File: config.mk
export PLATFORM = sky130hd
export DESIGN_NAME = average_extremum_finder_flat
export DESIGN_NICKNAME = d
export VERILOG_FILES = /design/src/rtl/average_extremum_finder_if.sv /design/src/rtl/average_extremum_finder.sv /design/src/flat_wrapper.sv
export SDC_FILE = /design/constraint.sdc
export NUM_CORES = 1
export LEC_CHECK = 0
export ABC_CLOCK_PERIOD_IN_PS = 2600
export BUFFER_PORTS_ARGS = -buffer_cell sky130_fd_sc_hd__buf_2
export CAP_MARGIN = 20
export CORE_MARGIN = 3
export CORE_UTILIZATION = 45
export DETAILED_ROUTE_END_ITERATION = 16
export PLACE_DENSITY = 0.66
export SYNTH_ARGS = -nofsm -noshare
export SYNTH_HDL_FRONTEND = slang
export SYNTH_SLANG_ARGS = --single-unit
export TNS_END_PERCENT = 10
File: constraint.sdc
create_clock -name alg_clk -period 2.6 [get_ports alg_clk]
set_input_delay 0.26 -clock alg_clk [delete_from_list [all_inputs] [get_ports alg_clk]]
set_output_delay 0.26 -clock alg_clk [all_outputs]
set_load 0.05 [all_outputs]
File: src/rtl/average_extremum_finder_if.sv
// Sample bus and result bus of the extremum finder.
// master: the sample source and result consumer. slave: the finder itself.
interface average_extremum_finder_if #(
    parameter int DATA_W = 16
);
    logic                     period_start;
    logic                     sample_valid;
    logic signed [DATA_W-1:0] average_1_data;
    logic signed [DATA_W-1:0] average_2_data;

    logic [11:0]              average_1_position_max;
    logic [11:0]              average_1_position_min;
    logic [11:0]              average_2_position_max;
    logic [11:0]              average_2_position_min;
    logic                     init_phase_found_posedge;
    logic                     period_abort;
    logic                     scan_busy;

    modport master (
        output period_start, sample_valid, average_1_data, average_2_data,
        input  average_1_position_max, average_1_position_min,
               average_2_position_max, average_2_position_min,
               init_phase_found_posedge, period_abort, scan_busy
    );

    modport slave (
        input  period_start, sample_valid, average_1_data, average_2_data,
        output average_1_position_max, average_1_position_min,
               average_2_position_max, average_2_position_min,
               init_phase_found_posedge, period_abort, scan_busy
    );
endinterface

File: src/rtl/average_extremum_finder.sv
// average_extremum_finder: finds the sample index of the maximum and minimum of
// two averaged waveforms over one modulation period and publishes the four
// positions together with a one-cycle strobe.
// Optional feature: define EXTREMUM_DEADBAND_EN to require a sample to beat the
// running extremum by more than DEADBAND LSBs before it takes over.
//
// state | meaning
// IDLE  | waiting for a valid sample flagged period_start
// SCAN  | tracking running max/min of both channels; idx_q = index of next sample
module average_extremum_finder #(
    parameter int PERIOD   = 3600,
    parameter int DATA_W   = 16,
    parameter int DEADBAND = 4
) (
    input logic                      alg_clk,
    input logic                      alg_rst_n,
    average_extremum_finder_if.slave bus
);
    localparam int               POS_W    = 12;
    localparam logic [POS_W-1:0] LAST_IDX = POS_W'(PERIOD - 1);

    typedef enum logic {
        IDLE = 1'b0,
        SCAN = 1'b1
    } state_t;

    state_t state_q, state_d;

    logic [POS_W-1:0]         idx_q;
    logic signed [DATA_W-1:0] max1_q, min1_q, max2_q, min2_q;
    logic [POS_W-1:0]         max1_pos_q, min1_pos_q, max2_pos_q, min2_pos_q;
    logic [POS_W-1:0]         max1_pos_d, min1_pos_d, max2_pos_d, min2_pos_d;
    logic [POS_W-1:0]         out_max1_q, out_min1_q, out_max2_q, out_min2_q;
    logic                     strobe_q, abort_q;

    logic load, step, publish, abort;
    logic up_max1, up_min1, up_max2, up_min2;

`ifdef EXTREMUM_DEADBAND_EN
    // One extra bit so running_max + margin / running_min - margin cannot wrap.
    localparam logic signed [DATA_W:0] MARGIN = (DATA_W+1)'(DEADBAND);

    function automatic logic beats_max(input logic signed [DATA_W-1:0] s,
                                       input logic signed [DATA_W-1:0] r);
        logic signed [DATA_W:0] s_x, r_x;
        s_x = {s[DATA_W-1], s};
        r_x = {r[DATA_W-1], r};
        return s_x > (r_x + MARGIN);
    endfunction

    function automatic logic beats_min(input logic signed [DATA_W-1:0] s,
                                       input logic signed [DATA_W-1:0] r);
        logic signed [DATA_W:0] s_x, r_x;
        s_x = {s[DATA_W-1], s};
        r_x = {r[DATA_W-1], r};
        return s_x < (r_x - MARGIN);
    endfunction
`else
    // Strict compare: ties keep the earlier position.
    function automatic logic beats_max(input logic signed [DATA_W-1:0] s,
                                       input logic signed [DATA_W-1:0] r);
        return s > r;
    endfunction

    function automatic logic beats_min(input logic signed [DATA_W-1:0] s,
                                       input logic signed [DATA_W-1:0] r);
        return s < r;
    endfunction

    logic unused_deadband;
    assign unused_deadband = ^DEADBAND;
`endif

    // State register.
    always_ff @(posedge alg_clk or negedge alg_rst_n) begin
        if (!alg_rst_n) state_q <= IDLE;
        else            state_q <= state_d;
    end

    // Next state and per-cycle sequencing decisions.
    always_comb begin
        state_d = state_q;
        load    = 1'b0;
        step    = 1'b0;
        publish = 1'b0;
        abort   = 1'b0;
        case (state_q)
            IDLE: begin
                if (bus.sample_valid && bus.period_start) begin
                    load    = 1'b1;
                    state_d = SCAN;
                end
            end
            SCAN: begin
                if (bus.sample_valid) begin
                    if (bus.period_start) begin
                        load  = 1'b1;
                        abort = 1'b1;
                    end else begin
                        step = 1'b1;
                        if (idx_q == LAST_IDX) begin
                            publish = 1'b1;
                            state_d = IDLE;
                        end
                    end
                end
            end
            default: state_d = IDLE;
        endcase
    end

    // Replacement decisions and next running positions (final sample included).
    always_comb begin
        up_max1    = step && beats_max(bus.average_1_data, max1_q);
        up_min1    = step && beats_min(bus.average_1_data, min1_q);
        up_max2    = step && beats_max(bus.average_2_data, max2_q);
        up_min2    = step && beats_min(bus.average_2_data, min2_q);
        max1_pos_d = load ? '0 : (up_max1 ? idx_q : max1_pos_q);
        min1_pos_d = load ? '0 : (up_min1 ? idx_q : min1_pos_q);
        max2_pos_d = load ? '0 : (up_max2 ? idx_q : max2_pos_q);
        min2_pos_d = load ? '0 : (up_min2 ? idx_q : min2_pos_q);
    end

    // Running extremum values, positions and sample index.
    always_ff @(posedge alg_clk or negedge alg_rst_n) begin
        if (!alg_rst_n) begin
            idx_q      <= '0;
            max1_q     <= '0;
            min1_q     <= '0;
            max2_q     <= '0;
            min2_q     <= '0;
            max1_pos_q <= '0;
            min1_pos_q <= '0;
            max2_pos_q <= '0;
            min2_pos_q <= '0;
        end else begin
            if (load) begin
                max1_q <= bus.average_1_data;
                min1_q <= bus.average_1_data;
                max2_q <= bus.average_2_data;
                min2_q <= bus.average_2_data;
                idx_q  <= POS_W'(1);
            end else if (step) begin
                if (up_max1) max1_q <= bus.average_1_data;
                if (up_min1) min1_q <= bus.average_1_data;
                if (up_max2) max2_q <= bus.average_2_data;
                if (up_min2) min2_q <= bus.average_2_data;
                idx_q <= publish ? '0 : idx_q + POS_W'(1);
            end
            max1_pos_q <= max1_pos_d;
            min1_pos_q <= min1_pos_d;
            max2_pos_q <= max2_pos_d;
            min2_pos_q <= min2_pos_d;
        end
    end

    // Published positions and strobes; positions and strobe move on the same edge.
    always_ff @(posedge alg_clk or negedge alg_rst_n) begin
        if (!alg_rst_n) begin
            out_max1_q <= '0;
            out_min1_q <= '0;
            out_max2_q <= '0;
            out_min2_q <= '0;
            strobe_q   <= 1'b0;
            abort_q    <= 1'b0;
        end else begin
            if (publish) begin
                out_max1_q <= max1_pos_d;
                out_min1_q <= min1_pos_d;
                out_max2_q <= max2_pos_d;
                out_min2_q <= min2_pos_d;
            end
            strobe_q <= publish;
            abort_q  <= abort;
        end
    end

    assign bus.average_1_position_max   = out_max1_q;
    assign bus.average_1_position_min   = out_min1_q;
    assign bus.average_2_position_max   = out_max2_q;
    assign bus.average_2_position_min   = out_min2_q;
    assign bus.init_phase_found_posedge = strobe_q;
    assign bus.period_abort             = abort_q;
    assign bus.scan_busy                = (state_q == SCAN);
endmodule

File: src/flat_wrapper.sv
// flat-port wrapper written by rule: the top's interface ports become plain ports
module average_extremum_finder_flat 
#(
    parameter int PERIOD   = 3600,
    parameter int DATA_W   = 16,
    parameter int DEADBAND = 4
)
  (alg_clk, alg_rst_n, bus_period_start, bus_sample_valid, bus_average_1_data, bus_average_2_data, bus_average_1_position_max, bus_average_1_position_min, bus_average_2_position_max, bus_average_2_position_min, bus_init_phase_found_posedge, bus_period_abort, bus_scan_busy);
  average_extremum_finder_if #(.DATA_W(DATA_W)) bus_i ();
  input logic alg_clk;
  input logic alg_rst_n;
  input wire logic [$bits(bus_i.period_start)-1:0] bus_period_start;
  input wire logic [$bits(bus_i.sample_valid)-1:0] bus_sample_valid;
  input wire logic [$bits(bus_i.average_1_data)-1:0] bus_average_1_data;
  input wire logic [$bits(bus_i.average_2_data)-1:0] bus_average_2_data;
  output wire logic [$bits(bus_i.average_1_position_max)-1:0] bus_average_1_position_max;
  output wire logic [$bits(bus_i.average_1_position_min)-1:0] bus_average_1_position_min;
  output wire logic [$bits(bus_i.average_2_position_max)-1:0] bus_average_2_position_max;
  output wire logic [$bits(bus_i.average_2_position_min)-1:0] bus_average_2_position_min;
  output wire logic [$bits(bus_i.init_phase_found_posedge)-1:0] bus_init_phase_found_posedge;
  output wire logic [$bits(bus_i.period_abort)-1:0] bus_period_abort;
  output wire logic [$bits(bus_i.scan_busy)-1:0] bus_scan_busy;
  assign bus_i.period_start = bus_period_start;
  assign bus_i.sample_valid = bus_sample_valid;
  assign bus_i.average_1_data = bus_average_1_data;
  assign bus_i.average_2_data = bus_average_2_data;
  assign bus_average_1_position_max = bus_i.average_1_position_max;
  assign bus_average_1_position_min = bus_i.average_1_position_min;
  assign bus_average_2_position_max = bus_i.average_2_position_max;
  assign bus_average_2_position_min = bus_i.average_2_position_min;
  assign bus_init_phase_found_posedge = bus_i.init_phase_found_posedge;
  assign bus_period_abort = bus_i.period_abort;
  assign bus_scan_busy = bus_i.scan_busy;
  average_extremum_finder #(.PERIOD(PERIOD), .DATA_W(DATA_W), .DEADBAND(DEADBAND)) u_core (.alg_clk(alg_clk), .alg_rst_n(alg_rst_n), .bus(bus_i));
endmodule
==> results of run 1 <==
## critical path, delay by kind of cell, from the launching register on
family / cells / cell delay [ns]
compound gates: 3 / 0.67
fa+ha+maj: 1 / 0.26
mux: 1 / 0.32
buf+inv: 2 / 0.26
simple gates: 2 / 0.66
flops: 1 / 0.37
## per-layer routing
layer	vias to the layer above	share of wire (%)	wire, µm
li1	3868	-	-
met1	3979	47	12200
met2	229	47	12300
met3	23	4.2	1080
met4	0	1.2	306
met5	-	0	0
## cells in the final DEF (no fill, tap or decap), types with 11 or more instances in the layout
cell / count
mux2i_1: 26
nand4_1: 23
nand3_1: 56
clkbuf_16: 17
and3_1: 39
nor2_1: 50
inv_1: 71
buf_2: 85
a21o_1: 11
buf_4: 82
o21ai_0: 37
mux2_4: 18
dfrtp_1: 175
o211ai_1: 37
mux2_2: 18
ha_1: 55
a21oi_1: 56
a31oi_1: 13
nand2_1: 99
a22oi_1: 30
## power by group
group	internal [mW]	total [mW]	switching, mW
registers	3.05	3.23	0.180
clock network	1.49	2.69	1.20
logic	1.11	2.45	1.34
total	5.64	8.37	2.73
## registers in the layout (all words and copies together) (netlist names)
| name | cells |
|---|---|
| u_core.max1_q | 16 |
| u_core.max2_q | 16 |
| u_core.bus.average_2_position_max | 12 |
| u_core.bus.init_phase_found_posedge | 1 |
| u_core.bus.scan_busy | 1 |
| u_core.idx_q | 12 |
| u_core.min1_q | 16 |
| u_core.min2_q | 16 |
| u_core.bus.average_1_position_max | 12 |
| u_core.max2_pos_q | 12 |
| u_core.max1_pos_q | 12 |
| u_core.min2_pos_q | 12 |
| u_core.bus.average_1_position_min | 12 |
| u_core.bus.average_2_position_min | 12 |
| u_core.bus.period_abort | 1 |
| u_core.min1_pos_q | 12 |
## metrics by stage
step	power, mW	std cells
after CTS	8.31	1420
after global routing	8.84	1418
final	8.37	1418
after detailed placement	5.50	1380
after global placement	5.45	1380
after floorplan	4.68	995
## cell type report
class	instances	area, µm²	share of cell area, %
clock inverter	13	170	1.43
tap	270	338	2.83
multi-input combinational	680	4980	41.8
inverter	76	285	2.39
timing repair buffer	185	1320	11.1
sequential	175	4380	36.7
clock buffer	19	443	3.72
## timing repair
action,4_1_cts,5_1_grt
hold buffers,1,0
setup buffers,6,0
resized for setup,29,32
endpoints found under the hold margin,45,0
pin swaps,6,16
setup endpoints to repair,124,149
cloned,1,0
## kinds of logic after synthesis
family	Yosys count
AO/OA/AOI/OAI	243
XOR/XNOR	2
adder cells (fa/ha/maj)	63
buffers and inverters	140
flip-flops	175
multiplexers	64
AND/OR/NAND/NOR	308
## how the worst max path moves through the flow
| stage | startpoint | to | slack (ns) | depth (start not counted) |
|---|---|---|---|---|
| 6_report | u_core.max1_q[10]$_DFFE_PN0P_ | u_core.max1_q[0]$_DFFE_PN0P_ | -0.04 | 9 |
| 5_1_grt | u_core.min2_q[7]$_DFFE_PN0P_ | u_core.min2_pos_q[10]$_DFF_PN0_ | -0.15 | 9 |
| 4_1_cts | u_core.max1_q[10]$_DFFE_PN0P_ | u_core.max1_q[15]$_DFFE_PN0P_ | -0.1 | 10 |
| 3_5_place_dp | bus_average_2_data[6] | u_core.bus.average_2_position_min[8]$_DFFE_PN0P_ | -0.13 | 8 |
| 3_3_place_gp | bus_average_1_data[14] | u_core.min1_pos_q[2]$_DFF_PN0_ | -0.08 | 11 |
| 2_1_floorplan | u_core.max1_q[11]$_DFFE_PN0P_ | u_core.max1_q[10]$_DFFE_PN0P_ | 0.01 | 9 |
==> impl_results.md, run 1 <==
* Drt total wl at 25.9 mm
* Synth Net Count at 1094
* Avg Vias per Cell at 5.71
* WHS at 0.0929 ns
* Worst R2R Start: u_core.max1_q[10]$_DFFE_PN0P_
* CTS H-tree depth at 4
* Reg2reg path depth at 9
* WL per Instance at 18.2 µm
* Post-DRT Antenna Nets at 0
* Unique masters post-synth at 61
* Multiplexer share of the synthesized area at 7.52%
* Initial antenna violation count at 0
* Reg2reg setup slack at -0.04 ns
* Port Buffers at 86
* Critical Path AT at 2.95 ns
* Setup Crit Path Kind: reg -> reg
* RR Endpoint: u_core.max1_q[0]$_DFFE_PN0P_
* Critical path required time at 2.91 ns
* Hold Path Sink: u_core.max2_q[13]$_DFFE_PN0P_
* Starting Density at 46.6%
* Peak supply drop at 390 µV
* Top-count cell post-synth: dfrtp_1
* Die area at 0.0232 mm²
* Worst-path cell chain: inv_2 -> ha_4 -> nand4_1 -> or4_4 -> a21o_1 -> a31o_4 -> a31oi_4 -> buf_6 -> mux2_4
* Number of diodes at 0
* Simple-Gate Fraction of Synth Area at 15.8%
* Finished layout cell area at 0.0119 mm²
* Dpl hpwl at 17.3 mm
* Die width at 152 µm
* Total global-route track usage at 22.2%
* Hold Crit Class: in -> reg
* Layout area overhead at 23.9%
* Final hold violations at 0
* Setup TNS at -0.390 ns
* Vias in the first global route at 8232
* Area post-placement at 0.0110 mm²
* Min-delay src: bus_average_2_data[13]
* Largest area contributor in the netlist: dfrtp_1
* Main combinational cell family by area after synthesis: compound AO/OA/AOI/OAI gates
* Critical-path top delay cell: or4_4
* Crit path largest cell delay at 0.54 ns
* Final setup fails at 16
* First-pass GRT wire length at 42.6 mm
* Reg clk slew, reported paths at 0.07 ns
* Final GP Congestion at 0.855
* Post-Synthesis Cell Area at 0.00962 mm²
* Num ports at 87
* CTS Root Cell: clkbuf_16
* Pwr per Cell Area at 702 mW/mm²
* Clock tree sinks at 175
* Fin crit share at 102%
* Vias at 8099
* TritonCTS clock tree: done
* Unrepaired setup endpoints after global routing: true
* Max FO, Critical Path at 8
* Post-Route Utilization at 57.8%
* Final Critical Period at 2.64 ns
* Crit. End Element: flop
* EDFF count, synth at 0
* M3 GR Usage at 2.81%
* Primary FF master, synth: dfrtp_1
* Gr busiest metal: met2
* Avg Cell Area, Syn at 9.67 µm²
* CTS buffer count at 17
* Detailed Routing Iterations Pass 1 at 5
* GR Util met2 at 36.4%
* Place WS at -0.132 ns
* Measured slew at the worst slew-check pin at 0.654 ns
* Max-slew violations at 0
* Final WS setup at -0.0417 ns
* YS warnings at 0
* F_max at 0.379 GHz
* Max Clock Skew at 0.00928 ns
* Core Region at 0.0206 mm²
* Cell Rows at 52
* Die extent in y at 152 µm
* Ys async rst share at 100%
* Hold Crit Depth at 2
* Seq/Total Area, Yosys at 45.5%
* Status: finished, violations left
* Complex-gate fraction of the synthesized area at 17.1%
* Largest net degree at the start of global routing at 73
* XOR/XNOR Fraction of Synth Area at 0.182%
* P_leak at 5.89 nW
* Yosys top cell area share at 45.5%
* Clock buffer depth at 2
* # DRC at 0
* GRT met1 Usage at 31.5%
* Main area contributors after synthesis: dfrtp_1 46%, ha_1 8.2%, nand2_1 3.9%
* GR Overflow Total at 0
* Iteration-0 DRC Markers at 590
* Startpoint Class: flop
* Adder-cell area share of the yosys netlist at 8.19%
* Worst-skew pair later-pin latency at 0.43 ns
* Seq cells post-synth at 175
* Max-Cap Viols at 0
* Syn Inst Count at 995
* Commonest cells post-synth: 175 x dfrtp_1, 100 x nand2_1, 76 x inv_1, 63 x ha_1
* Slew HR at 56.4%
* Fillers at 1794
* Final net count at 1234
* Violated checks: negative setup slack
* Share of cells above drive strength 1 at 26.1%
Note: power is estimated with default switching activity, not from simulation.
==> run 2, diff against run 1 <==
Settings changed: CORE_MARGIN 3 to 2.
==> run 2 against run 1 <==
The flow still finishes with violations (negative setup slack). Clock skew grew 0.0052 ns. Core utilization grew 0.68 points. Combinational power grew 9.4%. Worst setup slack lost 0.060 ns. Highest routed layer unchanged.
==> impl_results.md, run 2 (same netlist as run 1, synthesis figures left out) <==
* Status: finished, violations left
* Violated checks: negative setup slack
* Crit path largest cell delay at 0.53 ns
* Max Clock Skew at 0.0145 ns
* Max FO, Critical Path at 8
* Worst R2R Start: u_core.max1_q[11]$_DFFE_PN0P_
* Critical-path top delay cell: or4_4
* Startpoint Class: flop
* CTS Root Cell: clkbuf_16
* TritonCTS clock tree: done
* Setup Crit Path Kind: reg -> reg
* Min-delay src: bus_average_1_data[0]
* Max-Cap Viols at 0
* Clock buffer depth at 2
* Drt total wl at 26.3 mm
* Die area at 0.0226 mm²
* Post-placement cell count at 1387
* Pwr Total at 8.53 mW
* F_max at 0.370 GHz
* Die extent in y at 150 µm
* Peak supply drop at 490 µV
* Final GP Congestion at 0.806
* Reg2reg setup slack at -0.10 ns
* Finished Layout Cells at 1440
* CTS H-tree depth at 4
* Area post-placement at 0.0110 mm²
* Final Critical Period at 2.70 ns
* Crit. End Element: flop
* Fin crit share at 104%
* Slew HR at 56.1%
* Worst-skew pair later-pin latency at 0.44 ns
* Dpl hpwl at 17.2 mm
* Share of cells above drive strength 1 at 28.4%
* Pwr per Cell Area at 694 mW/mm²
* Largest net degree at the start of global routing at 70
* Post-Route Utilization at 58.5%
* Place WS at -0.148 ns
* Detailed Routing Iterations Pass 1 at 5
* Worst-path cell chain: inv_2 -> ha_4 -> nand4_1 -> or4_4 -> a21o_1 -> a31o_4 -> a31oi_4 -> clkbuf_16 -> mux2_4
* WL per Instance at 18.2 µm
* Max-slew violations at 0
* Reg clk slew, reported paths at 0.07 ns
* Hold Crit Class: in -> reg
* Critical path required time at 2.91 ns
* Measured slew at the worst slew-check pin at 0.655 ns
* Core Region at 0.0210 mm²
* # DRC at 0
* CTS buffer count at 17
* Starting Density at 45.8%
* Unrepaired setup endpoints after global routing: true
* Vias in the first global route at 8191
* GR Overflow Total at 0
* Critical path origin: u_core.max1_q[11]$_DFFE_PN0P_
* Critical Path AT at 3.02 ns
* Final setup fails at 16
* Layout area overhead at 27.8%
* Vias at 8303
* First-pass GRT wire length at 42.0 mm
* Avg Vias per Cell at 5.77
* Iteration-0 DRC Markers at 715
* Cell Rows at 53
* Num ports at 87
* Total global-route track usage at 23.6%
* Commonest non-fill, non-tap cell in the layout: dfrtp_1
* Post-DRT Antenna Nets at 0
* Clock tree sinks at 175
* Most frequent cells in the layout: 175 x dfrtp_1, 98 x nand2_1, 96 x buf_4
* Final hold violations at 0
* P_leak at 6.07 nW
* Die width at 150 µm
* Initial antenna violation count at 0
* Finished layout cell area at 0.0123 mm²
* Final WS setup at -0.102 ns
* Final net count at 1250
* Port Buffers at 86
[run 2: final cells by class]
type,count,area [µm²]
multi-input cells,680,5160
repair buffers,201,1520
inverters,76,285
fillers,1769,8730
flip-flops and latches,175,4380
well taps,275,344
clock inverters,15,174
diodes,1,2.50
clock buffers,17,425
[run 2: path summary, 6_finish.rpt]
kind | endpoint | depth (start not counted)
min in group asynchronous | u_core.max1_q[5]$_DFFE_PN0P_ | 2
max in group asynchronous | u_core.min1_pos_q[11]$_DFF_PN0_ | 3
worst max register to register | u_core.max1_q[15]$_DFFE_PN0P_ | 9
worst min-delay path | u_core.max1_q[0]$_DFFE_PN0P_ | 2
worst max-delay path | u_core.max1_q[15]$_DFFE_PN0P_ | 9
worst min register to register | u_core.bus.average_2_position_max[5]$_DFFE_PN0P_ | 2
[run 2: per-stage QoR]
stage | hold slack, ns | setup TNS [ns]
floorplan | -0.0356 | 0
global placement | 0.258 | -2.57
detailed placement | 0.254 | -5.07
CTS | 0.109 | -1.23
global route | 0.135 | -5.13
finish | 0.124 | -1.10
[run 2: power breakdown]
part	total, mW	switching [mW]	internal, mW
Sequential	3.24	0.189	3.05
Combinational	2.68	1.43	1.25
Clock	2.61	1.24	1.37
[run 2: layer usage]
metal | share of wire (%) | wire length (µm) | global-route usage [%] | vias to the layer above
li1 | - | - | - | 3898
met2 | 47 | 12500 | 38.1 | 251
met5 | 0 | 0 | 0 | -
met4 | 2.1 | 549 | 8.73 | 0
met3 | 5.8 | 1520 | 4.21 | 40
met1 | 45 | 11700 | 32.1 | 4114
[run 2: critical path: cells and delay by family, from the launching register on]
family,cells,cell delay (ns)
compound gates,3,0.71
simple gates,2,0.65
flops,1,0.37
mux,1,0.30
buf+inv,2,0.29
fa+ha+maj,1,0.27
[run 2: what timing repair did]
| action | 4_1_cts | 5_1_grt |
|---|---|---|
| hold endpoints to repair | 49 | 0 |
| pin swaps | 8 | 17 |
| hold buffers | 1 | 0 |
| gates resized for setup | 35 | 49 |
| setup endpoints to repair | 94 | 132 |
| buffers inserted | 4 | 11 |
| cloned | 1 | 3 |
